==> config.mk <==
export PLATFORM = sky130hd
export DESIGN_NAME = syscall_print_ctrl
export DESIGN_NICKNAME = d
export VERILOG_FILES = /design/src/rtl/syscall_print_ctrl.sv
export SDC_FILE = /design/constraint.sdc
export NUM_CORES = 1
export LEC_CHECK = 0
export CORE_MARGIN = 2
export CORE_UTILIZATION = 25
export DETAILED_ROUTE_END_ITERATION = 6
export SLEW_MARGIN = 25
export SYNTH_ARGS = -nofsm -noshare
export SYNTH_HDL_FRONTEND = slang
export SYNTH_SLANG_ARGS = --single-unit
==> constraint.sdc <==
create_clock -name clk -period 3.1 [get_ports clk]
set_input_delay 0.93 -clock clk [delete_from_list [all_inputs] [get_ports clk]]
set_output_delay 0.93 -clock clk [all_outputs]
set_load 0.01 [all_outputs]
==> src/rtl/syscall_print_ctrl.sv <==
// Console print controller for print_string (v0=4) and print_char (v0=11).
// Define SYSCALL_MAXLEN_EN to cap each print_string at MAX_LEN characters.
module syscall_print_ctrl #(
    parameter int MAX_LEN = 255
) (
    input  logic        clk,
    input  logic        reset,
    input  logic        syscall,
    input  logic [31:0] v0,
    input  logic [31:0] a0,
    output logic [31:0] mem_addr,
    output logic        mem_read,
    input  logic [31:0] mem_rdata,
    output logic [7:0]  char_out,
    output logic        char_valid,
    input  logic        char_ready,
    output logic        busy,
    output logic        done
);

    typedef enum logic [1:0] {
        IDLE  = 2'd0,
        FETCH = 2'd1,
        EMIT  = 2'd2,
        DONE  = 2'd3
    } state_t;

    localparam logic [31:0] SVC_PRINT_STRING = 32'd4;
    localparam logic [31:0] SVC_PRINT_CHAR   = 32'd11;

    if (MAX_LEN < 1) begin : g_bad_max_len
        $error("MAX_LEN must be at least 1");
    end

    state_t      state;
    state_t      state_nxt;
    logic [31:0] ptr;
    logic [7:0]  chr;
    logic        str_mode;
    logic [7:0]  sel_byte;
    logic        last_char;
    logic        handshake;

`ifdef SYSCALL_MAXLEN_EN
    localparam int CW = ($clog2(MAX_LEN + 1) > 8) ? $clog2(MAX_LEN + 1) : 8;
    logic [CW-1:0] count;
`endif

    // Little-endian byte lane picked by the low pointer bits.
    always_comb begin
        case (ptr[1:0])
            2'd0:    sel_byte = mem_rdata[7:0];
            2'd1:    sel_byte = mem_rdata[15:8];
            2'd2:    sel_byte = mem_rdata[23:16];
            default: sel_byte = mem_rdata[31:24];
        endcase
    end

    assign handshake = (state == EMIT) && char_ready;

`ifdef SYSCALL_MAXLEN_EN
    assign last_char = (count == CW'(MAX_LEN - 1));
`else
    assign last_char = 1'b0;
`endif

    // NOTE: the state register is only the flop; all decisions live in the
    // always_comb below, which assigns every output a default first so no
    // latch can be inferred.
    always_ff @(posedge clk or posedge reset) begin
        if (reset) begin
            state <= IDLE;
        end else begin
            state <= state_nxt;
        end
    end

    always_comb begin
        state_nxt  = state;
        mem_read   = 1'b0;
        char_valid = 1'b0;
        char_out   = 8'h00;
        busy       = 1'b1;
        done       = 1'b0;
        mem_addr   = {ptr[31:2], 2'b00};
        case (state)
            IDLE: begin
                busy = 1'b0;
                if (syscall) begin
                    if (v0 == SVC_PRINT_STRING) begin
                        state_nxt = FETCH;
                    end else if (v0 == SVC_PRINT_CHAR) begin
                        state_nxt = EMIT;
                    end else begin
                        state_nxt = DONE;
                    end
                end
            end
            FETCH: begin
                mem_read  = 1'b1;
                state_nxt = (sel_byte == 8'h00) ? DONE : EMIT;
            end
            EMIT: begin
                char_valid = 1'b1;
                char_out   = chr;
                if (char_ready) begin
                    state_nxt = (str_mode && !last_char) ? FETCH : DONE;
                end
            end
            default: begin
                done      = 1'b1;
                state_nxt = IDLE;
            end
        endcase
    end

    // NOTE: sequential state uses non-blocking assignments so every flop
    // samples pre-edge values regardless of statement order.
    always_ff @(posedge clk or posedge reset) begin
        if (reset) begin
            ptr      <= 32'h0;
            chr      <= 8'h00;
            str_mode <= 1'b0;
        end else begin
            case (state)
                IDLE: begin
                    if (syscall && v0 == SVC_PRINT_STRING) begin
                        ptr      <= a0;
                        str_mode <= 1'b1;
                    end else if (syscall && v0 == SVC_PRINT_CHAR) begin
                        chr      <= a0[7:0];
                        str_mode <= 1'b0;
                    end
                end
                FETCH: begin
                    if (sel_byte != 8'h00) begin
                        chr <= sel_byte;
                    end
                end
                EMIT: begin
                    // Natural 32-bit overflow gives the required silent wrap.
                    if (handshake && str_mode) begin
                        ptr <= ptr + 32'd1;
                    end
                end
                default: ;
            endcase
        end
    end

`ifdef SYSCALL_MAXLEN_EN
    always_ff @(posedge clk or posedge reset) begin
        if (reset) begin
            count <= '0;
        end else if (state == IDLE && syscall && v0 == SVC_PRINT_STRING) begin
            count <= '0;
        end else if (handshake && str_mode) begin
            count <= count + CW'(1);
        end
    end
`endif

endmodule
# ---- Yosys cells after proc, flatten, opt, wreduce, memory -nomap -nowiden
# Cells that the tools add are included.
dict set report word_totals {
  in_bits 100
  wordCells 56
  regBits 43
}
dict set report classes {
  n_addsub 1
  mux 22
  eq_ne 13
  n_reduce_logical 16
}
# cell n
set ops {}
lappend ops {{$mux 32} 2}
lappend ops {{$pmux 32 s2} 1}
lappend ops {{$add 32x1->32 const B} 1}
lappend ops {{$eq 32x3->1 const B} 1}
lappend ops {{$eq 32x4->1 const B} 1}
lappend ops {{$mux 8} 4}
lappend ops {{$pmux 8 s3} 1}
lappend ops {{$pmux 8 s2} 1}
lappend ops {{$ne 2x2->1 const B} 6}
lappend ops {{$logic_not 8->1} 1}
lappend ops {{$mux 1} 8}
lappend ops {{$mux 2} 4}
lappend ops {{$reduce_bool 8->1} 1}
lappend ops {{$pmux 2 s3} 1}
lappend ops {{$reduce_bool 2->1} 3}
lappend ops {{$eq 2x1->1 const B} 2}
lappend ops {{$eq 2x2->1 const B} 2}
lappend ops {{$logic_and 1x1->1} 4}
lappend ops {{$logic_not 2->1} 2}
lappend ops {{$reduce_and 2->1} 2}
lappend ops {{$reduce_and 4->1} 1}
lappend ops {{$reduce_and 3->1} 1}
lappend ops {{$reduce_or 3->1} 1}
lappend ops {{$ne 2x1->1 const B} 1}

# ---- Depth between registers and ports, before layout
# Gate-level depths: netlist (run 1).
dict set report depth {
  depth_word 5
  ltp_mapped 8
}

# ---- Worst setup path before layout (run 1)
# OpenSTA, ideal clock, no wires.
dict set report synth_path {
  path_type {input -> register}
  from {input v0[25]}
  to {register ptr[23]}
  t_required_ns 2.979
  setup_time_ns 0.121
  slack_ns 0.447
  arrival_time_ns 2.532
  cell_stages 7
  cell_sequence {nor4_1 -> nand4_1 -> or4b_1 -> buf_6 -> and2_4 -> buf_6 -> o22a_1}
}
dict set report synth_via {
  elab_chain_cells 4
}
# element line
set synth_rtl {}
lappend synth_rtl {{start: declaration} 9} ;# input logic [31:0] v0,
lappend synth_rtl {{$eq 32x3->1} 127} ;# if (syscall && v0 == SVC_PRINT_STRING) begin
lappend synth_rtl {{$logic_and 1x1->1} 127}
lappend synth_rtl {{$ne 2x2->1 (no line)} -}
lappend synth_rtl {{$reduce_and 3->1 (no line)} -}
lappend synth_rtl {{end signal: assignment} 143} ;# ptr <= ptr + 32'd1;
lappend synth_rtl {{end: declaration} 37} ;# logic [31:0] ptr;
# Every way passes these cells.
# A chain may end at the register's enable or synchronous reset.

# ---- Final worst setup path (run 1)
dict set report layout_path {
  from {input v0[24]}
  to {register ptr[9]}
}
# The elaborated chain is that of the path after synthesis.

==> run_results.csv, run 1 <==
group,metric,value,unit
outcome,outcome,"finished clean",
cts,cts_buffer_depth,2,
cells_and_area,mostFrequentLayoutCell,"clkdlybuf4s50_1",
setup_path,critPathBufInv,2,
cells_and_area,seq_area,0.001076,mm^2
setup_path,crit_end,"ptr[9]$_DFFE_PP0P_",
grt,first_global_vias,3759,
yosys,ys_seq_elements,43,
cts,clk_pin_slew,0.06,ns
cells_and_area,final_util,37.48,%
power_and_ir_drop,leakagePower,0.001900,uW
power_and_ir_drop,seqPwrFrac,28.2,%
cts,numCtsBuffers,5,
routing,totalWireLength,11350,um
routing,drcViolationCount,0,
sta,slew_violations,0,
setup_path,cp_max_fo,17,
routing,via_per_inst,5.257,
routing,dr.pass1.iters,5,
yosys,syn_area_per_cell,8.632,um^2
yosys,synthArstFlopShare,100.0,%
sta,period_needed,2.864,ns
yosys,syn_inst,395,
placed_design,dpl-instance-area,0.004825,mm^2
sta,min_period_over_period,92.38,%
power_and_ir_drop,power_frac_clock,25.1,%
setup_path,cp.depth,7,
cts,cts_root_buf,"clkbuf_16",
setup_path,crit_chain,"clkdlybuf4s50_1, nor4_1, nand4_1, or4b_1, buf_4, o2bb2ai_1, a22o_1",
power_and_ir_drop,p_comb_share,46.7,%
setup_path,rr_endpoint,"chr[6]$_DFFE_PP0P_",
cells_and_area,antenna_cells,0,
setup_path,crit_arrival,3.04,ns
sta,rsz0062_at_grt,"no",
power_and_ir_drop,powerDensity,476.1,mW/mm^2
yosys,ys.warnings.count,0,
setup_path,ff2ff_path_depth,8,
cts,cts_tree,"yes",
setup_path,startpoint,"v0[24]",
yosys,syn_area,0.003410,mm^2
floorplanning,start_util,25.64,%
setup_path,max_stage_delay,0.64,ns
cts,cts_resized,0,
yosys,yosysUniqueCellTypes,51,
yosys,synthFlopType,"dfrtp_1",
cells_and_area,layout_common_cells,"clkdlybuf4s50_1 (141), dfrtp_1 (43), a21oi_1 (29)",
setup_path,crit_type,"input port to flip-flop",
cells_and_area,fin_nets,609,
power_and_ir_drop,ir_worst_vdd,0.3405,mV
setup_path,crit_family,"simple AND/OR/NAND/NOR gates",
routing,drt-initial-drc-count,350,
floorplanning,die_w,120.8,um
sta,worst_pin_slew,0.8323,ns
routing,via_count,3580,
cts,cts_setup_buffers,0,
cells_and_area,fin_cells,681,
cells_and_area,area_delta_synth_final,46.17,%
grt,grt_max_degree,62,
placed_design,portBuffers,141,
power_and_ir_drop,internal_power,1551,uW
setup_path,slowest_stage,"or4b_1",
floorplanning,dieArea,0.01459,mm^2
power_and_ir_drop,power_switching,821.2,uW
grt,antenna_found_initial,0,
yosys,ys_seq_area_share,31.56,%
worst_hold_path,hold_path_class,"flip-flop to flip-flop",
grt,track_usage,15.62,%
placed_design,gp_congestion,0.8010,
cts,cts_max_level,2,
grt,grt_overflow,0,
floorplanning,core-area,0.01330,mm^2
sta,hold_violations,0,
sta,setup_viol_count_final,0,
cts,cts_hold_buf,0,
setup_path,rrSetupSlack,0.55,ns
cts,cts.sinks,43,
routing,wire_per_inst,16.67,um
placed_design,hpwl,8413,um
power_and_ir_drop,switching_share,34.61,%
floorplanning,io_pins,144,
sta,fmax,0.3492,GHz
floorplanning,rows,42,
cts,insertion_delay,0.28,ns
setup_path,r2r-start,"ptr[0]$_DFFE_PP0P_",
sta,slew_headroom,44.44,%
cells_and_area,drive_gt1_share,10.89,%
routing,detail-route-antenna-nets,0,
sta,setup_tns,0,ns
setup_path,cp-start-kind,"input port",
sta,skew,0.007426,ns
run,max-cap-violations,0,
placed_design,dp_cells,674,
cells_and_area,num-fill-cells,1364,
setup_path,end_kind,"flip-flop",
yosys,synth-edff-count,0,
cells_and_area,multiInputGateArea,0.001903,mm^2
cells_and_area,final_area,0.004984,mm^2
setup_path,cp.required,3.27,ns
floorplanning,die_y,120.8,um
grt,grt_pass1_wl,18620,um
[how the worst min path moves through the flow]
stage,from,to,cells past startpoint
global placement,chr[6]$_DFFE_PP0P_,chr[6]$_DFFE_PP0P_,1
global route,chr[2]$_DFFE_PP0P_,chr[2]$_DFFE_PP0P_,1
floorplan,chr[0]$_DFFE_PP0P_,chr[0]$_DFFE_PP0P_,1
finish,chr[2]$_DFFE_PP0P_,chr[2]$_DFFE_PP0P_,1
detailed placement,chr[5]$_DFFE_PP0P_,chr[5]$_DFFE_PP0P_,1
CTS,chr[5]$_DFFE_PP0P_,chr[5]$_DFFE_PP0P_,1
[cells in the mapped netlist, drive strengths merged (10+ instances only)]
cell type  instances  share of area (%)
a41oi             15                3.9
nand3             10                1.5
nand2             24                2.6
a31oi             19                3.5
mux2              12                4.0
and2              12                2.3
o21ai             13                1.9
inv               10                1.1
nor4              10                2.9
a21oi             30                4.5
clkbuf            20                2.2
o22a              21                5.4
nor2              28                3.1
buf               42                9.5
dfrtp             43                 32
a2bb2oi           10                2.8
[per-layer routing]
layer  part of all wire (%)  global-route usage (%)  vias up
li1                       -                       -     1697
met1                     43                   19.68     1738
met2                     48                   27.51      138
met3                    7.4                   3.255        7
met4                   0.81                   3.198        0
met5                      0                       0        -
[registers in the layout, summed over array words and instances, names as in the netlist]
signal / count
chr: 8
state: 2
ptr: 32
str_mode: 1
[power by group through the flow]
stage / Combinational [uW] / Clock, uW / Sequential [uW]
after floorplan: 664 / 0 / 663
after global placement: 1100 / 0 / 676
after detailed placement: 1100 / 0 / 677
after CTS: 1120 / 608 / 669
after global routing: 1220 / 630 / 677
final: 1110 / 596 / 668
[cells by family (layout without fill, tap and decap cells)]
logic type	count (synthesis)	after routing	share of synthesized area, %
AO/OA/AOI/OAI	143	143	30.57
AND/OR/NAND/NOR	117	117	18.83
buffers and inverters	73	182	12.92
flip-flops	43	43	31.56
multiplexers	14	14	4.550
adder cells (fa/ha/maj)	4	4	1.468
other	1	2	0.1100
[per-stage QoR]
stage	hold slack (ns)	setup slack (ns)	total power [uW]
finish	0.5111	0.2362	2373
global route	0.5366	0.07880	2527
CTS	0.5154	0.2054	2392
detailed placement	0.4907	-0.09673	1780
global placement	0.4903	-0.01779	1775
floorplan	0.4721	0.4469	1327
[final cells by class]
| type | instances | share of cell area, % |
|---|---|---|
| clock buffers | 6 | 2.586 |
| clock inverters | 1 | 0.6026 |
| inverters | 11 | 0.8285 |
| multi-input cells | 280 | 38.19 |
| flip-flops and latches | 43 | 21.59 |
| well taps | 176 | 4.419 |
| repair buffers | 164 | 31.79 |
Power figures use the tool's default switching activity.
==> run 2, diff against run 1 <==
- GPL_TIMING_DRIVEN: unset -> 0
==> run 2 against run 1 <==
Compared with the run above:
- largest cell class unchanged
- critical path depth up 1
- clock power up 15%
- count of clock-buffer cells in the layout unchanged
- sequential power about the same
- maximum frequency down 4.4%
- first-iteration DRC count down 20%
==> run_results.csv, run 2 (synthesis results as in run 1) <==
group,metric,value,unit
outcome,outcome,"finished clean",
cts,cts_setup_buffers,0,
cts,insertion_delay,0.29,ns
routing,drcViolationCount,0,
routing,totalWireLength,12910,um
sta,worst_pin_slew,0.6519,ns
power_and_ir_drop,finalPower,2558,uW
grt,antenna_found_initial,0,
grt,track_usage,17.63,%
cells_and_area,layout_common_cells,"clkdlybuf4s50_1 (141), dfrtp_1 (43), buf_4 (33)",
power_and_ir_drop,leakagePower,0.002059,uW
setup_path,cp.required,3.26,ns
grt,grt_pass1_wl,20670,um
worst_hold_path,hold_path_class,"flip-flop to flip-flop",
cells_and_area,final_util,39.53,%
cts,cts_max_level,2,
routing,via_count,3812,
grt,grt-busiest-layer,"met2",
routing,drt-initial-drc-count,281,
cts,cts_root_buf,"clkbuf_16",
floorplanning,io_pins,144,
cells_and_area,mostFrequentLayoutCell,"clkdlybuf4s50_1",
floorplanning,core-area,0.01330,mm^2
cells_and_area,drive_gt1_share,13.94,%
setup_path,crit_type,"input port to flip-flop",
floorplanning,start_util,25.64,%
floorplanning,dieArea,0.01459,mm^2
cells_and_area,seq_area,0.001076,mm^2
sta,rsz0062_at_grt,"no",
grt,first_global_vias,3952,
routing,detail-route-antenna-nets,0,
routing,via_per_inst,5.287,
floorplanning,die_w,120.8,um
sta,setup_viol_count_final,0,
cells_and_area,num-fill-cells,1365,
power_and_ir_drop,powerDensity,486.8,mW/mm^2
floorplanning,rows,42,
cells_and_area,regMostFlops,"ptr",
cells_and_area,area_delta_synth_final,54.13,%
cts,cts.sinks,43,
grt,grt_max_degree,29,
setup_path,crit_arrival,3.16,ns
grt,grtUsageMet1,23.44,%
cts,cts_hold_buf,0,
setup_path,cp_max_fo,10,
setup_path,cp-start-kind,"input port",
setup_path,end_kind,"flip-flop",
placed_design,portBuffers,141,
cells_and_area,fin_nets,648,
grt,grt_overflow,0,
cts,cts_tree,"yes",
sta,period_needed,2.996,ns
cts,cts_buffer_depth,2,
cells_and_area,biggestRegsByFlops,"ptr: 32 flops, chr: 8 flops, state: 2 flops",
floorplanning,die_y,120.8,um
sta,fmax,0.3337,GHz
run,max-cap-violations,0,
cells_and_area,antenna_cells,0,
sta,layout_setup_ws,0.1036,ns
grt,grt.met3_usage,3.019,%
sta,skew,0.009076,ns
sta,hold_violations,0,
placed_design,hpwl,9795,um
routing,dr.pass1.iters,7,
sta,slew_headroom,56.21,%
placed_design,dp_slack,-0.1987,ns
power_and_ir_drop,ir_worst_vdd,0.2958,mV
cells_and_area,multiInputGateArea,0.001897,mm^2
placed_design,gp_congestion,0.8810,
routing,wire_per_inst,17.91,um
sta,min_period_over_period,96.66,%
cts,clk_pin_slew,0.06,ns
cts,numCtsBuffers,5,
sta,slew_violations,0,
grt,met2_usage,29.59,%
cells_and_area,largest_reg_flops,32,
-- run 2: area by class of cell --
type,instances,share of cell area (%)
multi-input combinational,280,36.10
timing repair buffer,142,27.24
sequential,43,20.48
buffer,61,7.548
tap,176,4.190
clock buffer,6,2.452
clock inverter,2,1.143
inverter,11,0.8571
-- run 2: through the flow --
stage	hold slack (ns)	area [um^2]	setup TNS, ns	std cells
2_1_floorplan	0.4721	3413	0	396
3_3_place_gp	0.4872	5045	-3.892	713
3_5_place_dp	0.4920	5065	-5.514	714
4_1_cts	0.5096	5250	0	721
5_1_grt	0.5183	5255	0	721
6_report	0.5067	5255	0	721
-- run 2: report_power, final --
part           switching [uW]  internal, uW
registers                41.4           627
clock network             225           462
logic                     653           550
total                     919          1640
-- run 2: worst max-delay path, cell delays in order --
cell and delay (ns):
clkdlybuf4s50_1 0.41, nor4_1 0.28, nand4_1 0.25, or4b_1 0.59
buf_6 0.16, and2_4 0.17, buf_6 0.14, o22a_1 0.22
-- run 2: path summary, 6_finish.rpt --
| kind | start | to | slack, ns | cells past startpoint |
|---|---|---|---|---|
| worst max-delay path | v0[24] | ptr[5]$_DFFE_PP0P_ | 0.10 | 8 |
| worst min-delay path | chr[5]$_DFFE_PP0P_ | chr[5]$_DFFE_PP0P_ | 0.51 | 1 |
| worst max register to register | ptr[0]$_DFFE_PP0P_ | ptr[10]$_DFFE_PP0P_ | 0.34 | 8 |
| worst min register to register | chr[5]$_DFFE_PP0P_ | chr[5]$_DFFE_PP0P_ | 0.51 | 1 |
| max in group asynchronous | reset | ptr[5]$_DFFE_PP0P_ | 1.64 | 3 |
| min in group asynchronous | reset | ptr[24]$_DFFE_PP0P_ | 0.96 | 2 |
-- run 2: what timing repair did --
item | 4_1_cts | 5_1_grt
hold endpoints to repair | 0 | 0
pin swaps | 0 | 1
resized for setup | 0 | 3
endpoints found under the setup margin | 7 | 16
-- run 2: routing by layer --
metal  vias to the layer above  routed length [um]
met2                       175                6191
met3                        17                 869
met1                      1826                5688
li1                       1794                   -
met5                         -                   0
met4                         0                 163
==> run 3, diff against run 2 <==
- TNS_END_PERCENT: unset -> 20
==> run 3 against run 2 <==
Compared with the run above:
- setup slack gained 0.0041 ns
- final area about the same
- maximum frequency is 0.14% higher
- core utilization barely moved
- largest cell class unchanged
- flip-flop and latch count is the same
- critical path depth unchanged
==> run_results.csv, run 3 (synthesis results as in run 1) <==
group,metric,value,unit
cts,cts_setup_buffers,0,
cts,cts.sinks,43,
power_and_ir_drop,ir_worst_vdd,0.2959,mV
routing,via_per_inst,5.284,
sta,min_period_over_period,96.52,%
power_and_ir_drop,finalPower,2555,uW
power_and_ir_drop,powerDensity,486.3,mW/mm^2
grt,grt_overflow,0,
floorplanning,start_util,25.64,%
cells_and_area,antenna_cells,0,
cts,cts_root_buf,"clkbuf_16",
cts,cts_max_level,2,
cts,numCtsBuffers,5,
sta,setup_viol_count_final,0,
setup_path,crit_chain,"clkdlybuf4s50_1, nor4_1, nand4_1, or4b_1, buf_6, and2_4, buf_6, o22a_1",
setup_path,end_kind,"flip-flop",
run,max-cap-violations,0,
power_and_ir_drop,internal_power,1638,uW
grt,grt_max_degree,29,
routing,wire_per_inst,17.91,um
grt,met2_usage,29.59,%
cells_and_area,regMostFlops,"ptr",
setup_path,slowest_stage,"or4b_1",
setup_path,r2r-start,"ptr[0]$_DFFE_PP0P_",
grt,antenna_found_initial,0,
routing,drt-initial-drc-count,281,
floorplanning,die_y,120.8,um
routing,via_count,3810,
cells_and_area,layout_common_cells,"clkdlybuf4s50_1 (141), dfrtp_1 (43), buf_4 (33)",
grt,grt-busiest-layer,"met2",
worst_hold_path,hp-start,"chr[5]$_DFFE_PP0P_",
worst_hold_path,hold_path_class,"flip-flop to flip-flop",
placed_design,portBuffers,141,
setup_path,cp_max_fo,10,
sta,layout_setup_ws,0.1077,ns
outcome,outcome,"finished clean",
cells_and_area,fin_nets,648,
sta,worst_pin_slew,0.6516,ns
power_and_ir_drop,p_comb_share,47.0,%
setup_path,crit_arrival,3.15,ns
power_and_ir_drop,power_switching,917.3,uW
cts,clk_pin_slew,0.06,ns
setup_path,startpoint,"v0[24]",
setup_path,crit_type,"input port to flip-flop",
grt,grt_pass1_wl,20670,um
cts,cts_buffer_depth,2,
sta,slew_violations,0,
floorplanning,die_w,120.8,um
routing,drcViolationCount,0,
routing,dr.pass1.iters,5,
placed_design,gp_congestion,0.8810,
setup_path,cp.required,3.26,ns
setup_path,path_common_cell,"buf_6",
power_and_ir_drop,seqPwrFrac,26.1,%
power_and_ir_drop,leakagePower,0.002056,uW
cts,insertion_delay,0.29,ns
setup_path,max_stage_delay,0.59,ns
power_and_ir_drop,power_frac_clock,26.9,%
setup_path,crit_family,"simple AND/OR/NAND/NOR gates",
placed_design,dp_slack,-0.1987,ns
cells_and_area,num-fill-cells,1365,
floorplanning,rows,42,
cells_and_area,area_delta_synth_final,54.09,%
cells_and_area,biggestRegsByFlops,"ptr: 32 flops, chr: 8 flops, state: 2 flops",
sta,rsz0062_at_grt,"yes",
cells_and_area,mostFrequentLayoutCell,"clkdlybuf4s50_1",
setup_path,cp-start-kind,"input port",
grt,grtUsageMet1,23.44,%
grt,grt.met3_usage,3.019,%
floorplanning,dieArea,0.01459,mm^2
sta,slew_headroom,56.23,%
sta,fmax,0.3342,GHz
cells_and_area,largest_reg_flops,32,
placed_design,dpl-instance-area,0.005065,mm^2
floorplanning,io_pins,144,
sta,skew,0.009061,ns
placed_design,hpwl,9795,um
power_and_ir_drop,switching_share,35.90,%
sta,period_needed,2.992,ns
sta,hold_violations,0,
routing,detail-route-antenna-nets,0,
cells_and_area,final_area,0.005254,mm^2
routing,totalWireLength,12910,um
floorplanning,core-area,0.01330,mm^2
grt,track_usage,17.63,%
setup_path,critPathBufInv,3,
cells_and_area,drive_gt1_share,13.76,%
grt,first_global_vias,3952,
cts,cts_tree,"yes",
==> run 3: worst register-to-register path: stages, from the launching register on <==
cell,delay [ns]
dfrtp_1,0.46
ha_1,0.18
clkbuf_1,0.29
nand3_1,0.23
nor2_1,0.37
clkbuf_1,0.49
nand4_1,0.22
o22ai_1,0.16
o2bb2a_1,0.23
==> run 3: area by class of cell <==
| type | count | area, um^2 | area share [%] |
|---|---|---|---|
| Multi-Input combinational cell | 280 | 1897 | 36.10 |
| Timing Repair Buffer | 142 | 1431 | 27.24 |
| Sequential cell | 43 | 1076 | 20.48 |
| Buffer | 61 | 395.4 | 7.526 |
| Tap cell | 176 | 220.2 | 4.191 |
| Clock buffer | 6 | 128.9 | 2.453 |
| Clock inverter | 2 | 60.06 | 1.143 |
| Inverter | 11 | 45.04 | 0.8573 |
==> run 3: per-layer routing <==
| layer | share of wire (%) | wire [um] | up-vias |
|---|---|---|---|
| li1 | - | - | 1795 |
| met1 | 44 | 5674 | 1817 |
| met2 | 48 | 6163 | 181 |
| met3 | 7.0 | 898 | 17 |
| met4 | 1.4 | 176 | 0 |
| met5 | 0 | 0 | - |
==> run 3: final timing paths <==
check                                 endpoint  slack, ns  cells past startpoint
max reg2reg                ptr[10]$_DFFE_PP0P_       0.36                      8
min reg2reg                 chr[5]$_DFFE_PP0P_       0.51                      1
max in group asynchronous   ptr[5]$_DFFE_PP0P_       1.64                      3
max                         ptr[5]$_DFFE_PP0P_       0.11                      8
min                         chr[5]$_DFFE_PP0P_       0.51                      1
min in group asynchronous  ptr[24]$_DFFE_PP0P_       0.96                      2
==> run 3: power by group through the flow <==
stage	Combinational (uW)	Sequential, uW	Clock (uW)
3_5_place_dp	1190	677	0
6_report	1200	668	687
5_1_grt	1320	676	716
3_3_place_gp	1170	675	0
4_1_cts	1190	668	698
2_1_floorplan	664	663	0
==> run 3: timing repair <==
action                     4_1_cts  5_1_grt
pin swaps                        0        1
setup endpoints to repair        7       16
hold buffers                     0        0
gates resized for setup          0        1
gates cloned                     0        0
==> run 3: through the flow <==
stage	TNS (ns)	std cells	hold WS [ns]	util (%)
after CTS	0	721	0.5096	39.49
after floorplan	0	396	0.4721	-
after global routing	-0.07197	721	0.5183	39.52
after detailed placement	-5.514	714	0.4920	38.10
final	0	721	0.5067	39.52
after global placement	-3.892	713	0.4872	37.94
